**config.mk**
```make
export PLATFORM = sky130hd
export DESIGN_NAME = vga_patgen
export DESIGN_NICKNAME = d
export VERILOG_FILES = /design/src/rtl/vga_pkg.sv /design/src/rtl/vga_box_mover.sv /design/src/rtl/vga_patgen.sv
export SDC_FILE = /design/constraint.sdc
export NUM_CORES = 1
export LEC_CHECK = 0
export CAP_MARGIN = 20
export CORE_ASPECT_RATIO = 1.1
export CORE_MARGIN = 3
export CORE_UTILIZATION = 55
export CTS_CLUSTER_SIZE = 12
export DETAILED_ROUTE_END_ITERATION = 6
export PLACE_DENSITY = 0.83
export SLEW_MARGIN = 20
export SYNTH_ARGS = -nofsm -noshare
export SYNTH_HDL_FRONTEND = slang
export SYNTH_SLANG_ARGS = --single-unit
```
**constraint.sdc**
```tcl
create_clock -name clk -period 6.8 [get_ports clk]
set_clock_uncertainty 0.05 [all_clocks]
set_input_delay 2.04 -clock clk [delete_from_list [all_inputs] [get_ports clk]]
set_output_delay 2.04 -clock clk [all_outputs]
set_load 0.02 [all_outputs]
```
**src/rtl/vga_pkg.sv**
```systemverilog
// Shared types and default timing for the VGA test-pattern generator.
package vga_pkg;

   typedef enum logic [1:0] {
      PAT_BARS  = 2'd0,
      PAT_CHECK = 2'd1,
      PAT_BOX   = 2'd2,
      PAT_OFF   = 2'd3
   } pat_e;

   localparam int H_ACT = 640;
   localparam int V_ACT = 480;

endpackage

```
**src/rtl/vga_box_mover.sv**
```systemverilog
// Bouncing-box position for the BOX pattern; advances one step per frame tick.
module vga_box_mover
   import vga_pkg::*;
#(
   parameter int H_ACT    = vga_pkg::H_ACT,
   parameter int V_ACT    = vga_pkg::V_ACT,
   parameter int BOX_SIZE = 32,
   parameter int BOX_STEP = 2
)(
   input  logic       clk,
   input  logic       rst_n,
   input  logic       i_frame_tick,
   output logic [9:0] o_bx,
   output logic [9:0] o_by
);

   localparam logic [10:0] X_MAX = 11'(H_ACT - BOX_SIZE);
   localparam logic [10:0] Y_MAX = 11'(V_ACT - BOX_SIZE);
   localparam logic [10:0] STEP  = 11'(BOX_STEP);

   logic [9:0] r_bx;
   logic [9:0] r_by;
   logic       r_dx;
   logic       r_dy;

   // 11-bit compares keep bx+STEP from wrapping near the right/bottom edge.
   always_ff @(posedge clk or negedge rst_n) begin
      if (!rst_n) begin
         r_bx <= '0;
         r_by <= '0;
         r_dx <= 1'b1;
         r_dy <= 1'b1;
      end else if (i_frame_tick) begin
         if (r_dx) begin
            if (({1'b0, r_bx} + STEP) >= X_MAX) begin
               r_bx <= X_MAX[9:0];
               r_dx <= 1'b0;
            end else begin
               r_bx <= r_bx + STEP[9:0];
            end
         end else if ({1'b0, r_bx} <= STEP) begin
            r_bx <= '0;
            r_dx <= 1'b1;
         end else begin
            r_bx <= r_bx - STEP[9:0];
         end

         if (r_dy) begin
            if (({1'b0, r_by} + STEP) >= Y_MAX) begin
               r_by <= Y_MAX[9:0];
               r_dy <= 1'b0;
            end else begin
               r_by <= r_by + STEP[9:0];
            end
         end else if ({1'b0, r_by} <= STEP) begin
            r_by <= '0;
            r_dy <= 1'b1;
         end else begin
            r_by <= r_by - STEP[9:0];
         end
      end
   end

   assign o_bx = r_bx;
   assign o_by = r_by;

endmodule

```
**src/rtl/vga_patgen.sv**
```systemverilog
// Test-pattern pixel generator: tracks position from syncgen timing and emits
// 1-bit RGB plus re-registered syncs, all advancing on the vga_clk_en strobe.
module vga_patgen
   import vga_pkg::*;
#(
   parameter int H_ACT     = vga_pkg::H_ACT,
   parameter int V_ACT     = vga_pkg::V_ACT,
   parameter int BAR_W     = 80,
   parameter int CHK_SHIFT = 5,
   parameter int BOX_SIZE  = 32,
   parameter int BOX_STEP  = 2
)(
   input  logic       clk,
   input  logic       rst_n,
   input  logic       vga_clk_en,
   input  logic       i_hsync,
   input  logic       i_vsync,
   input  logic       i_vga_act,
   input  logic [1:0] i_pat_sel,
   output logic       o_hsync,
   output logic       o_vsync,
   output logic       o_vga_act,
   output logic       o_analog_r,
   output logic       o_analog_g,
   output logic       o_analog_b
);

   localparam int BW = $clog2(BAR_W);

   logic [9:0]    r_x;
   logic [9:0]    r_y;
   logic [BW-1:0] r_bar_cnt;
   logic [2:0]    r_bar_idx;
   logic          r_vs_d;
   logic          r_act_d;
   pat_e          r_pat;
   logic          r_hsync;
   logic          r_vsync;
   logic          r_vga_act;
   logic [2:0]    r_rgb;

   logic [9:0]    w_bx;
   logic [9:0]    w_by;
   logic          w_vs_fall;
   logic          w_act_fall;
   logic          w_frame_tick;
   logic          w_in_box;
   logic          w_chk;
   logic [2:0]    w_pat_rgb;
   logic [2:0]    w_rgb;

   assign w_vs_fall    = r_vs_d & ~i_vsync;
   assign w_act_fall   = r_act_d & ~i_vga_act;
   assign w_frame_tick = vga_clk_en & w_vs_fall;

   vga_box_mover #(
      .H_ACT    (H_ACT),
      .V_ACT    (V_ACT),
      .BOX_SIZE (BOX_SIZE),
      .BOX_STEP (BOX_STEP)
   ) u_box (
      .clk          (clk),
      .rst_n        (rst_n),
      .i_frame_tick (w_frame_tick),
      .o_bx         (w_bx),
      .o_by         (w_by)
   );

   // bar_idx saturates so an over-long active pulse stays black instead of wrapping.
   always_ff @(posedge clk or negedge rst_n) begin
      if (!rst_n) begin
         r_x       <= '0;
         r_bar_cnt <= '0;
         r_bar_idx <= '0;
      end else if (vga_clk_en) begin
         if (i_vga_act) begin
            r_x <= r_x + 10'd1;
            if (r_bar_cnt == BW'(BAR_W - 1)) begin
               r_bar_cnt <= '0;
               if (r_bar_idx != 3'd7) begin
                  r_bar_idx <= r_bar_idx + 3'd1;
               end
            end else begin
               r_bar_cnt <= r_bar_cnt + 1'b1;
            end
         end else begin
            r_x       <= '0;
            r_bar_cnt <= '0;
            r_bar_idx <= '0;
         end
      end
   end

   always_ff @(posedge clk or negedge rst_n) begin
      if (!rst_n) begin
         r_y     <= '0;
         r_vs_d  <= 1'b1;
         r_act_d <= 1'b0;
         r_pat   <= PAT_BARS;
      end else if (vga_clk_en) begin
         r_vs_d  <= i_vsync;
         r_act_d <= i_vga_act;
         if (w_vs_fall) begin
            r_y   <= '0;
            r_pat <= pat_e'(i_pat_sel);
         end else if (w_act_fall) begin
            r_y <= r_y + 10'd1;
         end
      end
   end

   always_comb begin
      w_in_box  = ({1'b0, r_x} >= {1'b0, w_bx}) &&
                  ({1'b0, r_x} <  ({1'b0, w_bx} + 11'(BOX_SIZE))) &&
                  ({1'b0, r_y} >= {1'b0, w_by}) &&
                  ({1'b0, r_y} <  ({1'b0, w_by} + 11'(BOX_SIZE)));
      w_chk     = r_x[CHK_SHIFT] ^ r_y[CHK_SHIFT];
      w_pat_rgb = 3'b000;
      case (r_pat)
         PAT_BARS:  w_pat_rgb = {~r_bar_idx[1], ~r_bar_idx[2], ~r_bar_idx[0]};
         PAT_CHECK: w_pat_rgb = {3{w_chk}};
         PAT_BOX:   w_pat_rgb = w_in_box ? 3'b111 : 3'b001;
         default:   w_pat_rgb = 3'b000;
      endcase
      w_rgb = i_vga_act ? w_pat_rgb : 3'b000;
   end

   always_ff @(posedge clk or negedge rst_n) begin
      if (!rst_n) begin
         r_hsync   <= 1'b1;
         r_vsync   <= 1'b1;
         r_vga_act <= 1'b0;
         r_rgb     <= 3'b000;
      end else if (vga_clk_en) begin
         r_hsync   <= i_hsync;
         r_vsync   <= i_vsync;
         r_vga_act <= i_vga_act;
         r_rgb     <= w_rgb;
      end
   end

   assign o_hsync    = r_hsync;
   assign o_vsync    = r_vsync;
   assign o_vga_act  = r_vga_act;
   assign o_analog_r = r_rgb[2];
   assign o_analog_g = r_rgb[1];
   assign o_analog_b = r_rgb[0];

endmodule

```
Yosys cells after proc, flatten, opt, wreduce, memory -nomap -nowiden. Index checks and enable logic that the tools add are counted.

Flip-flop bits (word level): 60. Logic and storage cells: 79. Output and inout port bits: 6. Bits of input ports: 8.

Bitwise gates (word level): 9. Reductions and logical operators: 8. Equal/unequal tests: 6. Muxes and demuxes: 23. Magnitude comparators: 8. Add/subtract/negate cells: 12.

Operators with widths (count): $mux 10 (9); $add 10x2->11 const B (2); $add 10x6->11 const B (2); $lt 10x11->1 (2); $add 10x1->10 const B (2); $add 10x2->10 const B (2); $ge 10x10->1 (2); $le 10x2->1 const B (2); $sub 10x2->10 const B (2); $mux 3 (5); $mux 7 (2); $ge 11x10->1 const B (1); $ge 11x9->1 const B (1); $pmux 3 s3 (1); $add 7x1->7 const B (1); $eq 7x7->1 const B (1); $mux 1 (6); $not 1->1 (5); $ne 2x1->1 const B (2); $reduce_and 2->1 (2); $add 3x1->3 const B (1); $and 1x1->1 (3); $logic_and 1x1->1 (3); $ne 3x3->1 const B (1); 6 further kinds (6).

Depth between registers and ports, before layout.
Depth in word-level cells: 8. Depth in mapped cells: 10. Gate-level depth less buffers: 10.

Hierarchy. Synthesis repeated with hierarchy kept, for this count alone.

Cell total of the unflattened synthesis: 558. Area total of the unflattened synthesis: 4742.0 sq um.

Modules (own cells, without submodules): vga_patgen (sequential area each 953.4 sq um, instances 1, area each 2793.9 sq um, cells each 322); vga_box_mover (sequential area each 503.0 sq um, instances 1, area each 1948.1 sq um, cells each 236).

Worst setup path before layout. No wires, ideal clock.

Kind: input-to-reg. Start: input port vga_clk_en. End: register r_y[5]. Library setup time: 78 ps. Data arrival time: 3308 ps. Buffers on the path: 0. Data required time: 6672 ps. Slack: 3364 ps. Stages: 6. Path through: nor2b_1 nand2_1 nand2_1 nand4_1 or3_1 a21oi_1.

Cells in the longest elaborated chain, start to end: 1.

Ends and longest elaborated chain: start: declaration (line vga_patgen.sv:15) `input logic vga_clk_en,`; $reduce_and 2->1 (no source line); end signal: assignment (line vga_patgen.sv:107) `r_y <= r_y + 10'd1;`; end: declaration (line vga_patgen.sv:31) `logic [9:0] r_y;`.

No other way between the ends. A chain may end at the register's enable or synchronous reset.

Final worst setup path.
Start: input port vga_clk_en. End: register r_y[7].

The elaborated chain is that of the path after synthesis.

==> metrics.md <==
| Metric | Value |
|---|---|
| Status | `complete, no violations` |
| Final Max Slew Viols | `0` |
| Crit-path most repeated cell | `nand2_1` |
| Logic gate share of total power | `27.0%` |
| Final core occ | `62.2%` |
| Setup CP Type | `in2reg` |
| CP startpoint kind | `input pin` |
| Max incr delay on CP | `roughly 0.45 ns` |
| Diodes inserted | `0` |
| Ports | `14` |
| Tightest Pin Transition | `around 0.75 ns` |
| WP data required | `7.02 ns` |
| Reg2Reg Setup Slack | `around 4.2 ns` |
| R2R cell count | `10` |
| Post-CTS Setup Inserts | `0` |
| Syn Inst Count | `508` |
| Cts bufs inserted | `9` |
| P&R area growth vs syn | `8.89%` |
| Initial Util | `a little under three fifths` |
| Global route overflow | `0` |
| Post-route ant nets | `0` |
| EDFF count, synth | `0` |
| Initial antenna violation count | `0` |
| VDD IR-drop max | `~0.16 mV` |
| Clock slew at reported path FFs | `around 0.07 ns` |
| Achievable Freq | `around 0.24 GHz` |
| Drt initial violations | `436` |
| Vias post-DR | `about 4000` |
| Hold_sp | `r_bar_cnt[0]` |
| Die Wd | `a little over 90 um` |
| Critical path destination | `r_y[7]` |
| First-pass GRT wire length | `18000 um` |
| Filler cell count | `roughly 630` |
| Clock Path Buffers | `2` |
| I/O Buffers | `13` |
| Worst R2R Start | `u_box.o_by[5]` |
| Largest net degree at the start of global routing | `59` |
| Cts repair resizes | `0` |
| Worst-Skew Late Latency | `around 0.35 ns` |
| Share of post-route cells with drive strength above 1 | `approximately 8.3%` |
| Internal power component | `655 uW` |
| Synth Flop Type | `dfrtp_1` |
| Total routed wirelength | `10400 um` |
| Post-synthesis sequential area ratio | `between 30% and 40%` |
| GPL Wtd Cong | `roughly 0.93` |
| Final min period | `roughly 4.2 ns` |
| HP Class | `reg2reg` |
| CP cell instances | `clkdlybuf4s50_1 > buf_4 > nor2b_1 > nand2_1 > nand2_1 > nand4_1 > or3_1 > a21oi_1` |
| Reg-to-reg endpoint | `r_rgb[1]` |
| MaxCap Viol Count | `0` |
| Critical path's slowest cell | `clkdlybuf4s50_1` |
| CP arrival | `approximately 4.4 ns` |
| Clock power share | `between 20% and 30%` |
| Synth async-reset ratio | `100%` |
| Synth warnings | `0` |
| Worst Setup End Kind | `register` |
| DR pass1 iterations | `6` |
| Hold Vio Cnt, Final | `0` |
| Setup violations, final | `0` |
| Clk sinks | `58` |
| Yosys reg bits | `just under 60` |
| DR vias/cell | `about 6.4` |
| Synthesized area per cell | `around 8.5 sq um` |
| Unrepaired setup endpoints after global routing | `false` |
| DP Wirelength | `around 7300 um` |
| Critical-path maximum fanout | `31` |
| Drt wl/cell | `16.6 um` |
| CTS tree | `built` |
| Total GRT Usage | `between 20% and 30%` |
| Num rows | `33` |
| Hold slack | `between 0.4 and 0.5 ns` |
| Switching part of the total power | `37.4%` |
| Leak Pwr | `roughly 2.0 nW` |
| DRC | `0` |
| Flop pwr share | `43.4%` |
| Power Density | `222 nW/um^2` |
| Vias in the first global route | `~3900` |
| Synth Cell Area | `about 4300 sq um` |
| Final TNS setup | `0 ns` |
| Synth Net Count | `559` |
| Die ar. | `between 8000 and 9000 sq um` |
| Normalized max-slew margin | `between 40% and 50%` |
| Worst setup path startpoint | `vga_clk_en` |
| # nets final | `between 500 and 600` |
| Crit share post-route | `roughly three fifths` |
| CTS root buf | `clkbuf_8` |
| Die H | `98.9 um` |
| Distinct cells, synth | `between 60 and 70` |
| Psw | `between 300 and 400 uW` |
| CORE AREA | `approximately 7600 sq um` |
| H-tree depth | `3` |
| Cts hold-fix bufs | `0` |
through the flow:
step | std cells | power [mW] | cell area (sq um) | worst slack [ns]
6_report | 626 | 1.05 | 4700 | 2.60
5_1_grt | 626 | 1.10 | 4700 | 2.35
4_1_cts | 626 | 1.04 | 4700 | 2.60
3_5_place_dp | 610 | 0.731 | 4510 | 2.32
3_3_place_gp | 610 | 0.718 | 4510 | 2.43
2_1_floorplan | 508 | 0.648 | 4320 | 3.36
power groups by stage:
stage               clock, mW  combinational, mW  sequential, mW
finish                  0.309              0.282           0.454
global route            0.325              0.317           0.461
CTS                     0.312              0.277           0.452
detailed placement          0              0.274           0.457
global placement            0              0.263           0.455
floorplan                   0              0.219           0.429
cell usage in the layout, fill, tap and decap left out, types with 3 or more instances in the layout:
| master | instances |
|---|---|
| buf_4 | 4 |
| nand3_1 | 30 |
| o21ai_0 | 37 |
| a31oi_1 | 7 |
| clkbuf_8 | 12 |
| ha_1 | 43 |
| and3_1 | 8 |
| inv_1 | 33 |
| nor4_1 | 5 |
| nor2_1 | 30 |
| or3_1 | 10 |
| clkdlybuf4s50_1 | 12 |
| or2_2 | 4 |
| and2_1 | 3 |
| o211ai_1 | 5 |
| o22ai_1 | 4 |
| dfstp_2 | 4 |
| a21oi_1 | 35 |
| nor3_1 | 13 |
| mux2i_1 | 3 |
| nand4_1 | 13 |
| a211oi_1 | 3 |
| a221oi_1 | 3 |
| nor2b_1 | 7 |
| xor2_1 | 8 |
| xnor2_1 | 12 |
| nand2_1 | 55 |
| and4_1 | 3 |
| o31ai_1 | 9 |
| a32oi_1 | 3 |
| dfrtp_1 | 54 |
Yosys cell counts (4+ instances only):
master / number / share of area [%]
a21oi_1: 35 / 4.1
a31oi_1: 7 / 1.0
and3_1: 8 / 1.2
buf_2: 4 / 0.46
clkbuf_1: 12 / 1.0
dfrtp_1: 54 / 31
dfstp_2: 4 / 2.4
ha_1: 43 / 12
inv_1: 33 / 2.9
nand2_1: 55 / 4.8
nand3_1: 30 / 3.5
nand4_1: 13 / 1.9
nor2_1: 30 / 2.6
nor2b_1: 7 / 1.0
nor3_1: 13 / 1.5
nor4_1: 5 / 0.72
o211ai_1: 5 / 0.87
o21ai_0: 37 / 4.3
o22ai_1: 4 / 0.58
o31ai_1: 9 / 1.6
or2_2: 4 / 0.58
or3_1: 10 / 1.4
xnor2_1: 12 / 2.4
xor2_1: 8 / 1.6
worst max-delay path, delay by kind of cell:
kind	cells	cell delay, ns
AOI/OAI and AO/OA	1	0.15
buffers and inverters	2	0.72
and+or+nand+nor	5	1.49
kinds of logic (layout without fill, tap and decap cells):
family / count (synthesis) / after routing / synth area share (%)
simple gates: 193 / 193 / 22.6
compound gates: 133 / 133 / 20.7
flops: 58 / 58 / 33.7
buf+inv: 56 / 69 / 5.27
fa+ha+maj: 43 / 43 / 12.5
xor+xnor: 20 / 20 / 4.06
mux: 5 / 5 / 1.22
sequential cells by signal, summed over array words and instances, names as in the netlist:
register,flops
u_box.r_dx,1
r_rgb,3
r_bar_idx,3
r_x,10
u_box.r_dy,1
o_hsync,1
r_pat,2
o_vga_act,1
u_box.o_by,9
o_vsync,1
u_box.o_bx,9
r_bar_cnt,7
r_y,10
worst min-delay path by stage:
stage	depth (start not counted)	end	slack (ns)
3_3_place_gp	1	r_bar_idx[0]	0.45
6_report	1	r_bar_cnt[0]	0.49
3_5_place_dp	1	r_x[0]	0.48
4_1_cts	1	r_bar_idx[0]	0.50
2_1_floorplan	1	r_bar_idx[0]	0.43
5_1_grt	1	r_x[0]	0.52
per-layer routing:
layer | track usage [%] | up-vias | part of all wire [%]
li1 | - | 1880 | -
met1 | 33.0 | 1900 | 43
met2 | 39.0 | 173 | 48
met3 | 3.89 | 28 | 6.1
met4 | 9.66 | 0 | 2.4
met5 | 0 | - | 0
area by class of cell:
cell class	count	area (sq um)	area share, %
multi-input cells	394	2640	56.0
flip-flops and latches	58	1460	31.0
inverters	36	135	2.87
repair buffers	17	155	3.30
clock buffers	12	165	3.51
clock inverters	4	25.0	0.532
well taps	105	131	2.79
No activity file was read; power rests on OpenSTA's default activity.
